===== src/rtl/cdma_gold_multi.sv =====
// Multi-channel Gold-code CDMA spreader with a single-channel correlating despreader.
// Chips advance once every CHIP_DIV clocks; each user sends one bit per 2^DEG-1 chip period.
module cdma_gold_multi #(
  parameter int             CHANNELS = 2,
  parameter int             DEG      = 5,
  parameter logic [DEG-1:0] POLY_A   = 5'b00101,
  parameter logic [DEG-1:0] POLY_B   = 5'b01111,
  parameter logic [23:0]    CHIP_DIV = 24'd10_000_000,
  localparam int            L        = (1 << DEG) - 1,
  localparam int            CH_W     = (CHANNELS > 1) ? $clog2(CHANNELS) : 1,
  localparam int            SUM_W    = $clog2(CHANNELS + 1),
  localparam int            ACC_W    = $clog2(L * CHANNELS + 1) + 1
) (
  input  logic                    clk_i,
  input  logic                    rst_ni,
  input  logic                    load_i,
  input  logic [CHANNELS*DEG-1:0] seed_i,
  input  logic [CHANNELS-1:0]     data_i,
  input  logic [CH_W-1:0]         sel_i,
  input  logic                    loop_i,
  input  logic                    rx_chip_i,
  output logic [CHANNELS-1:0]     chip_o,
  output logic [CHANNELS-1:0]     gold_o,
  output logic [SUM_W-1:0]        sum_o,
  output logic                    chip_stb_o,
  output logic                    sym_stb_o,
  output logic                    rx_bit_o,
  output logic                    rx_valid_o,
  output logic                    led_o
);

  localparam int             DIV_W    = $clog2(CHIP_DIV);
  localparam logic [DIV_W-1:0] DIV_LAST = DIV_W'(CHIP_DIV - 24'd1);
  localparam logic [DEG-1:0] IDX_LAST = DEG'(L - 1);

  logic [DIV_W-1:0]        div_cnt_reg;
  logic [DEG-1:0]          idx_reg;
  logic [CHANNELS*DEG-1:0] lfsr_a_reg, lfsr_a_next, seed_fixed;
  logic [DEG-1:0]          lfsr_b_reg, lfsr_b_next;
  logic [CHANNELS-1:0]     data_reg, gold, chips;
  logic signed [ACC_W-1:0] acc_reg, acc_next, corr_c;
  logic                    chip_stb_reg, sym_stb_reg, rx_bit_reg, rx_valid_reg, led_reg;
  logic                    tick, wrap, gold_sel;
  logic [CH_W-1:0]         sel_eff;
  logic [SUM_W-1:0]        sum, rx_level;

  assign tick        = (div_cnt_reg == DIV_LAST);
  assign wrap        = tick && (idx_reg == IDX_LAST);
  assign lfsr_b_next = {^(lfsr_b_reg & POLY_B), lfsr_b_reg[DEG-1:1]};

  genvar gi;
  generate
    for (gi = 0; gi < CHANNELS; gi++) begin : g_chan
      logic [DEG-1:0] a_cur, seed_k;
      assign a_cur  = lfsr_a_reg[gi*DEG +: DEG];
      assign seed_k = seed_i[gi*DEG +: DEG];
      assign lfsr_a_next[gi*DEG +: DEG] = {^(a_cur & POLY_A), a_cur[DEG-1:1]};
      // An all-zero seed would lock the LFSR, so it is promoted to 1.
      assign seed_fixed[gi*DEG +: DEG]  = (seed_k == '0) ? DEG'(1) : seed_k;
      assign gold[gi] = a_cur[0] ^ lfsr_b_reg[0];
    end
  endgenerate

  assign chips = data_reg ^ gold;

  always_comb begin
    sum = '0;
    for (int i = 0; i < CHANNELS; i++) sum = sum + SUM_W'(chips[i]);
  end

  // Out-of-range selects fall back to channel 0.
  always_comb begin
    sel_eff  = (int'(sel_i) >= CHANNELS) ? '0 : sel_i;
    gold_sel = 1'b0;
    for (int i = 0; i < CHANNELS; i++)
      if (sel_eff == CH_W'(i)) gold_sel = gold[i];
  end

  // Received level mapped to a bipolar sample in [-CHANNELS, +CHANNELS].
  assign rx_level = loop_i ? sum : (rx_chip_i ? SUM_W'(CHANNELS) : '0);
  assign corr_c   = (ACC_W'(rx_level) << 1) - ACC_W'(CHANNELS);
  assign acc_next = gold_sel ? (acc_reg + corr_c) : (acc_reg - corr_c);

  always_ff @(posedge clk_i or negedge rst_ni) begin
    if (!rst_ni) begin
      div_cnt_reg  <= '0;
      idx_reg      <= '0;
      acc_reg      <= '0;
      lfsr_a_reg   <= {CHANNELS{DEG'(1)}};
      lfsr_b_reg   <= '1;
      data_reg     <= '0;
      chip_stb_reg <= 1'b0;
      sym_stb_reg  <= 1'b0;
      rx_bit_reg   <= 1'b0;
      rx_valid_reg <= 1'b0;
      led_reg      <= 1'b0;
    end else begin
      chip_stb_reg <= 1'b0;
      sym_stb_reg  <= 1'b0;
      rx_valid_reg <= 1'b0;
      if (load_i) begin
        div_cnt_reg <= '0;
        idx_reg     <= '0;
        acc_reg     <= '0;
        lfsr_a_reg  <= seed_fixed;
        lfsr_b_reg  <= '1;
        data_reg    <= data_i;
      end else begin
        div_cnt_reg <= tick ? '0 : div_cnt_reg + 1'b1;
        if (tick) begin
          chip_stb_reg <= 1'b1;
          lfsr_a_reg   <= lfsr_a_next;
          lfsr_b_reg   <= lfsr_b_next;
          if (wrap) begin
            idx_reg      <= '0;
            acc_reg      <= '0;
            data_reg     <= data_i;
            sym_stb_reg  <= 1'b1;
            rx_bit_reg   <= acc_next[ACC_W-1];
            rx_valid_reg <= 1'b1;
            led_reg      <= ~led_reg;
          end else begin
            idx_reg <= idx_reg + 1'b1;
            acc_reg <= acc_next;
          end
        end
      end
    end
  end

  assign chip_o     = chips;
  assign gold_o     = gold;
  assign sum_o      = sum;
  assign chip_stb_o = chip_stb_reg;
  assign sym_stb_o  = sym_stb_reg;
  assign rx_bit_o   = rx_bit_reg;
  assign rx_valid_o = rx_valid_reg;
  assign led_o      = led_reg;

endmodule


===== config.mk =====
export PLATFORM = sky130hd
export DESIGN_NAME = cdma_gold_multi
export DESIGN_NICKNAME = d
export VERILOG_FILES = /design/src/rtl/cdma_gold_multi.sv
export SDC_FILE = /design/constraint.sdc
export NUM_CORES = 1
export LEC_CHECK = 0
export BUFFER_PORTS_ARGS = -buffer_cell sky130_fd_sc_hd__buf_2
export CORE_MARGIN = 5
export CORE_UTILIZATION = 55
export CTS_BUF_LIST = sky130_fd_sc_hd__clkbuf_16
export CTS_CLUSTER_SIZE = 24
export DETAILED_ROUTE_END_ITERATION = 8
export PLACE_DENSITY = 0.72
export SYNTH_ARGS = -nofsm -noshare
export SYNTH_HDL_FRONTEND = slang
export SYNTH_SLANG_ARGS = --single-unit

===== constraint.sdc =====
create_clock -name clk_i -period 7.75 [get_ports clk_i]
set_input_delay 2.325 -clock clk_i [delete_from_list [all_inputs] [get_ports clk_i]]
set_output_delay 2.325 -clock clk_i [all_outputs]
set_load 0.01 [all_outputs]

### Yosys cells after proc, flatten, opt, wreduce, memory -nomap -nowiden

Cells that the tools add are included.

| word-level totals | value |
|---|---|
| register bits | 57 |
| bits of input ports | 18 |
| output and inout bits | 11 |
| logic and storage cells | 59 |

| cells by class | value |
|---|---|
| $add $sub $neg | 6 |
| equal/unequal tests | 2 |
| muxes and demuxes | 26 |
| bitwise logic cells | 5 |
| reduce and logical (&&, ||, !) cells | 10 |

Operators by type and width:

| kind | count |
|---|---|
| two-way mux 24 bit | 2 |
| two-way mux 5 bit | 7 |
| two-way mux 7 bit | 4 |
| adder 24 x 1 -> 24 bit, second input constant | 1 |
| equality test 24 bit, second input constant | 1 |
| two-way mux 10 bit | 2 |
| XOR reduction 5 bit | 3 |
| zero test 5 bit | 2 |
| two-way mux 2 bit | 5 |
| adder 7 x 4 -> 7 bit | 1 |
| subtractor 7 x 4 -> 7 bit | 1 |
| two-way mux 1 bit | 6 |
| adder 5 x 1 -> 5 bit, second input constant | 1 |
| equality test 5 bit, second input constant | 1 |
| nonzero test 2 bit | 2 |
| subtractor 3 x 2 -> 4 bit, second input constant | 1 |
| AND reduction 3 bit | 1 |
| adder 1 x 1 -> 2 bit | 1 |
| NOT 1 bit | 2 |
| AND reduction 2 bit | 1 |
| XOR 1 bit | 2 |
| XOR 2 bit | 1 |
| logical AND 1 bit | 1 |

### Depth between registers and ports, before layout

Gate-level depths: netlist of the first run.

| logic depth | value |
|---|---|
| word-level depth | 10 |
| depth in mapped cells | 16 |
| gate-level depth less buffers | 15 |

### Worst setup path before layout of the first run

Ideal clock, no wire load.

| timing path | value |
|---|---|
| path type | input to register |
| from | input loop_i |
| to | register acc_reg[6] |
| library setup time | 0.080 ns |
| data arrival time | 4.557 ns |
| data required time | 7.670 ns |
| setup slack | 3.113 ns |
| cell stages on the path | 10 |
| path buffers | 0 |
| path through | mux2_2 inv_1 ha_1 a21oi_1 ha_1 a211oi_1 o21bai_1 a21oi_1 or4b_4 o211ai_2 |

| between the ends | value |
|---|---|
| cells in the longest elaborated chain, start to end | 7 |
| elaborated cells between the ends (all ways) | 8 |
| those cells by class | add/sub (3); mux (5) |

RTL lines:

| element | line | source |
|---|---|---|
| start, declared | 20 | `input logic loop_i,` |
| two-way mux 2 bit * | 80 | `assign rx_level = loop_i ? sum : (rx_chip_i ? SUM_W'(CHANNELS) : '0);` |
| subtractor 3 x 2 -> 4 bit * | 81 | `assign corr_c = (ACC_W'(rx_level) << 1) - ACC_W'(CHANNELS);` |
| subtractor 7 x 4 -> 7 bit / adder 7 x 4 -> 7 bit (equally long branches) | 82 | `assign acc_next = gold_sel ? (acc_reg + corr_c) : (acc_reg - corr_c);` |
| two-way mux 7 bit * | 82 |  |
| two-way mux 7 bit * | 114 | `if (wrap) begin` |
| two-way mux 7 bit * | 110 | `if (tick) begin` |
| two-way mux 7 bit * | 101 | `if (load_i) begin` |
| end signal, assigned | 124 | `acc_reg <= acc_next;` |
| end, declared | 41 | `logic signed [ACC_W-1:0] acc_reg, acc_next, corr_c;` |

Every way passes the cells marked *; elsewhere a longest branch is shown, timed or not. The select of a mux whose other input is x is not followed.
A chain may end at the register's enable or synchronous reset.

### Worst setup path in the final report of the first run

| timing path | value |
|---|---|
| from | input sel_i |
| to | register acc_reg[6] |

| between the ends | value |
|---|---|
| cells in the longest elaborated chain, start to end | 5 |

RTL lines:

| element | line | source |
|---|---|---|
| start, declared | 19 | `input logic [CH_W-1:0] sel_i,` |
| two-way mux 1 bit | 76 | `if (sel_eff == CH_W'(i)) gold_sel = gold[i];` |
| two-way mux 7 bit | 82 |  |
| two-way mux 7 bit | 114 |  |
| two-way mux 7 bit | 110 |  |
| two-way mux 7 bit | 101 |  |

No other way between the ends. The select of a mux whose other input is x is not followed.

==> results of run 1 <==
## per-layer routing
metal  track usage  wire length [µm]
met5             0                 0
met4       0.04532                61
met3       0.03663               163
met2        0.2660              2620
met1        0.2219              2609
## final timing paths
path,startpoint,endpoint,cells after the start
setup / recovery,sel_i,acc_reg[6]$_DFFE_PN0P_,11
hold / removal,led_o$_DFFE_PN0P_,led_o$_DFFE_PN0P_,1
setup reg to reg,lfsr_b_reg[0]$_DFFE_PN1P_,acc_reg[6]$_DFFE_PN0P_,13
hold reg to reg,led_o$_DFFE_PN0P_,led_o$_DFFE_PN0P_,1
max in group asynchronous,rst_ni,lfsr_a_reg[2]$_DFFE_PN0P_,2
min in group asynchronous,rst_ni,led_o$_DFFE_PN0P_,2
## power breakdown
part | internal, mW | total, mW | switching (mW)
logic | 0.0293 | 0.0720 | 0.0427
registers | 0.301 | 0.307 | 0.00625
clock network | 0.119 | 0.221 | 0.101
total | 0.449 | 0.600 | 0.150
## cell families after synthesis
family | count (synthesis) | synth area share
AOI/OAI and AO/OA | 44 | 0.08140
xor gates and xnor gates | 37 | 0.1092
adders and majority gates | 11 | 0.04892
buffers and inverters | 22 | 0.03036
DFF | 56 | 0.4753
muxes | 14 | 0.04892
and+or+nand+nor | 123 | 0.2058
## critical path, cell delays in order
cell,delay (ps)
buf_2,90
mux2i_1,330
xor2_1,210
mux2i_1,280
inv_1,120
ha_1,350
o21ai_0,200
o21bai_1,80
a21oi_1,240
or4b_4,490
o211ai_2,150
## per-stage QoR
stage | setup slack, ps | hold WS, ps | instances | area [µm²] | power (mW)
after detailed placement | 2776 | 456.6 | 391 | 3147 | 0.3845
after CTS | 3070 | 472.0 | 399 | 3289 | 0.6050
after global placement | 2909 | 452.8 | 391 | 3147 | 0.3832
final | 3088 | 468.0 | 399 | 3289 | 0.5996
after floorplan | 3113 | 469.1 | 307 | 2967 | 0.3585
after global routing | 2913 | 489.6 | 399 | 3289 | 0.6284
## cells in the mapped netlist, types with 5 or more instances
master | instances | area share
dfrtp_1 | 49 | 0.41
nor2_1 | 33 | 0.042
nand2_1 | 30 | 0.038
xor2_1 | 21 | 0.062
a21oi_1 | 19 | 0.032
o21ai_0 | 19 | 0.032
nand3_1 | 16 | 0.027
xnor2_1 | 16 | 0.047
clkbuf_1 | 12 | 0.015
ha_1 | 10 | 0.042
mux2i_1 | 10 | 0.034
dfstp_2 | 7 | 0.062
nor3_1 | 7 | 0.012
or3_1 | 7 | 0.015
and3_1 | 6 | 0.013
inv_1 | 6 | 0.0076
nand3b_1 | 6 | 0.015
nand4_1 | 5 | 0.011
nor4_1 | 5 | 0.011
## layout make-up
| class | instances | area [µm²] | share of cell area |
|---|---|---|---|
| clock inverters | 3 | 17.52 | 0.005325 |
| repair buffers | 30 | 155.1 | 0.04717 |
| flip-flops and latches | 56 | 1410 | 0.4287 |
| well taps | 70 | 87.58 | 0.02663 |
| clock buffers | 5 | 125.1 | 0.03804 |
| multi-input cells | 229 | 1471 | 0.4473 |
| inverters | 6 | 22.52 | 0.006847 |
==> run_results.csv, run 1 <==
group,metric,value,unit
clock_network,h-tree-depth,2,
logic_synthesis,synth_seq_cells,56,
sta,clock-skew-final,7.038,ps
place,io_buffers,28,
power,power_density,182.3,nW/µm²
place,gp_congestion,0.8807,
flow_run,cap_violations,0,
run_status,outcome,"finished clean",
clock_network,numCtsBuffers,5,
layout,layout_common_cells,"49 x dfrtp_1, 33 x nor2_1, 30 x nand2_1",
sta,setup_viol,0,
critical_path,r2r_setup_slack,4050,ps
logic_synthesis,synth-edff-count,0,
global_routing,grt_pass1_wl,9535,µm
clock_network,cts_resized,0,
global_routing,antenna_found_initial,0,
logic_synthesis,synth_cell_type_count,35,
layout,n_fill_cell,424,
logic_synthesis,syn-num-nets,336,
logic_synthesis,ys_seq_area_frac,0.4753,
floorplan,rows,26,
logic_synthesis,synthesis.area,2967,µm²
drt,wl_per_cell,13.67,µm
sta,rsz0062_at_grt,"no",
layout,areaGrowthSynthToFinish,10.88,%
global_routing,grt_pass1_vias,2092,
clock_network,path_clk_slew,70,ps
layout,layout-drive-gt1-share,0.1611,
drt,drtIter0Drc,86,
logic_synthesis,synth-async-reset-ratio,1.000,
drt,drc,0,
drt,vias_per_cell,5.459,
clock_network,cts_tree,"yes",
layout,utilization,0.6359,
clock_network,cts.sinks,56,
drt,ant_nets,0,
power,ir_drop,0.1563,mV
drt,drt_wl_total,5454,µm
place,dp_hpwl,3758,µm
sta,tightestPinTransition,804.1,ps
clock_network,clockRootBuffer,"clkbuf_16",
floorplan,initial_core_util,0.5735,
drt,dr.pass1.iters,4,
clock_network,cts_setup_buffers,0,
critical_path,critPathKind,"in -> reg",
global_routing,grt_util_all_layers,0.1641,
global_routing,grt_start_max_net_pins,57,
sta,slew_violations,0,
logic_synthesis,syn_inst,307,
critical_path,cp_max_fo,4,
sta,period_needed,4662,ps
sta,finalHoldViolations,0,
sta,fmax,214.5,MHz
floorplan,die-area,6962,µm²
layout,largest_reg_flops,24,
layout,nets,357,
min_path,holdCritPathClass,"reg -> reg",
clock_network,ctsHoldBuffers,0,
critical_path,cp-start-kind,"input pin",
floorplan,core_area,5172,µm²
logic_synthesis,avgSynthCellArea,9.663,µm²
floorplan,fp.dieH,83.44,µm
sta,fin_setup_tns,0,ps
logic_synthesis,ys.flop_type,"dfrtp_1",
critical_path,endpoint_kind,"register",
logic_synthesis,yosysWarnings,0,
floorplan,die_x,83.44,µm
critical_path,cp.required,7960,ps
layout,n_antenna_cell,0,
layout,final_common_cell,"dfrtp_1",
sta,slew_headroom,0.4640,
clock_network,cts_max_path_buffers,2,
sta,period_share,0.6015,
floorplan,io_pins,29,
clock_network,clkLatencyLatePin,290,ps
critical_path,cp_data_arrival_time,4870,ps
drt,num_vias,2178,
power,p_leak,1.446,nW
global_routing,grt-ovfl-total,0,
No activity file was read; power rests on OpenSTA's default activity.
==> run 2: changes to the inputs <==
clock period = 4.3 ns   (was 7.75 ns; I/O delays follow)
==> run_results.csv, run 2 (same netlist as run 1, synthesis figures left out) <==
group,metric,value,unit
run_status,outcome,"finished clean",
floorplan,initial_core_util,0.5735,
sta,setup_viol,0,
drt,num_vias,2205,
sta,fmax,271.5,MHz
critical_path,startpoint,"lfsr_b_reg[0]$_DFFE_PN1P_",
sta,fin_setup_tns,0,ps
clock_network,clkLatencyLatePin,290,ps
critical_path,max_stage_delay,620,ps
critical_path,endpoint_kind,"register",
layout,nets,357,
drt,drt_wl_total,5685,µm
critical_path,cp.required,4510,ps
clock_network,numCtsBuffers,5,
layout,areaGrowthSynthToFinish,11.73,%
critical_path,cp_common_cell,"ha_1",
critical_path,cp_num_buf_inv,1,
critical_path,cp_slowest_cell,"dfstp_2",
sta,period_needed,3683,ps
place,io_buffers,28,
clock_network,clockRootBuffer,"clkbuf_16",
global_routing,grt_pass1_vias,2195,
floorplan,die-area,6962,µm²
clock_network,cts.sinks,56,
global_routing,grt_start_max_net_pins,44,
floorplan,die_x,83.44,µm
global_routing,grt_util_all_layers,0.1721,
sta,slew_violations,0,
place,gp_congestion,0.8746,
drt,drc,0,
layout,largest_reg_flops,24,
global_routing,grt_pass1_wl,10120,µm
power,total_power,1.143,mW
critical_path,r2r-start,"lfsr_b_reg[0]$_DFFE_PN1P_",
power,ir_drop,0.1977,mV
critical_path,cp_data_arrival_time,3900,ps
sta,clock-skew-final,7.999,ps
clock_network,cts_resized,0,
place,dp_hpwl,3957,µm
clock_network,cts_max_path_buffers,2,
sta,period_share,0.8566,
clock_network,cts_tree,"yes",
flow_run,cap_violations,0,
layout,n_antenna_cell,0,
floorplan,io_pins,29,
drt,dr.pass1.iters,4,
drt,wl_per_cell,14.25,µm
layout,n_fill_cell,418,
min_path,min_from,"led_o$_DFFE_PN0P_",
sta,finalHoldViolations,0,
clock_network,ctsHoldBuffers,0,
critical_path,critPathKind,"reg -> reg",
critical_path,crit_chain,"xor2_1 -> xor2_1 -> ha_1 -> mux2_2 -> inv_1 -> ha_1 -> a21oi_1 -> ha_1 -> a211oi_1 -> o21bai_1 -> a21oi_1 -> or4b_4 -> o211ai_2",
layout,layout_common_cells,"49 x dfrtp_1, 33 x nor2_1, 30 x nand2_1",
clock_network,path_clk_slew,70,ps
critical_path,crit_family,"compound AO/OA/AOI/OAI gates",
sta,rsz0062_at_grt,"no",
place,numPlacedInstances,391,
layout,final_common_cell,"dfrtp_1",
clock_network,cts_setup_buffers,0,
floorplan,core_area,5172,µm²
min_path,holdCritPathClass,"reg -> reg",
power,p_leak,1.454,nW
layout,layout-drive-gt1-share,0.1641,
sta,tightestPinTransition,1134,ps
clock_network,h-tree-depth,2,
critical_path,cp-start-kind,"register",
global_routing,grt-ovfl-total,0,
layout,final_cells,399,
drt,drtIter0Drc,123,
floorplan,fp.dieH,83.44,µm
drt,ant_nets,0,
global_routing,antenna_found_initial,0,
floorplan,rows,26,
critical_path,cp_max_fo,6,
drt,vias_per_cell,5.526,
sta,slew_headroom,0.2398,
power,power_density,344.9,nW/µm²
sta,finalHoldWorstSlack,469.0,ps
-- run 2: cell count changes in the layout (fill, tap and decap cells not counted) --
cell,previous run,this run
clkinvlp_4,0,1
inv_6,1,0
clkinv_1,1,0
bufinv_16,0,1
-- run 2: metrics by stage --
step	cell area, µm²	worst slack, ps	util
finish	3314	616.7	0.6408
global route	3314	359.0	0.6408
CTS	3314	596.3	0.6408
global placement	3147	500.4	0.6084
detailed placement	3147	386.5	0.6084
floorplan	2967	428.7	-
-- run 2: layer usage --
layer  wire (µm)  share of wire  vias to the layer above  track usage
li1            -              -                     1091            -
met1        2596           0.46                     1082       0.2239
met2        2855           0.50                       28       0.2879
met3         195          0.034                        4      0.04356
met4          38         0.0067                        0      0.04240
met5           0              0                        -            0
-- run 2: final cells by class --
cell class,count,area [µm²],share of cell area
Sequential cell,56,1410,0.4254
Clock inverter,3,42.54,0.01284
Tap cell,70,87.58,0.02643
Clock buffer,5,125.1,0.03775
Multi-Input combinational cell,229,1471,0.4439
Inverter,6,22.52,0.006795
Timing Repair Buffer,30,155.1,0.04681
-- run 2: worst paths after layout --
check	slack [ps]	endpoint	cells past startpoint
worst max-delay path	620	acc_reg[6]$_DFFE_PN0P_	13
worst min-delay path	470	led_o$_DFFE_PN0P_	1
worst max register to register	620	acc_reg[6]$_DFFE_PN0P_	13
worst min register to register	470	led_o$_DFFE_PN0P_	1
max in group asynchronous	2450	lfsr_a_reg[5]$_DFFE_PN1P_	2
min in group asynchronous	1000	led_o$_DFFE_PN0P_	1
-- run 2: where the power goes --
part           switching (mW)  internal (mW)
sequential             0.0114          0.542
combinational          0.0774         0.0529
clock                   0.186          0.274
total                   0.275          0.869
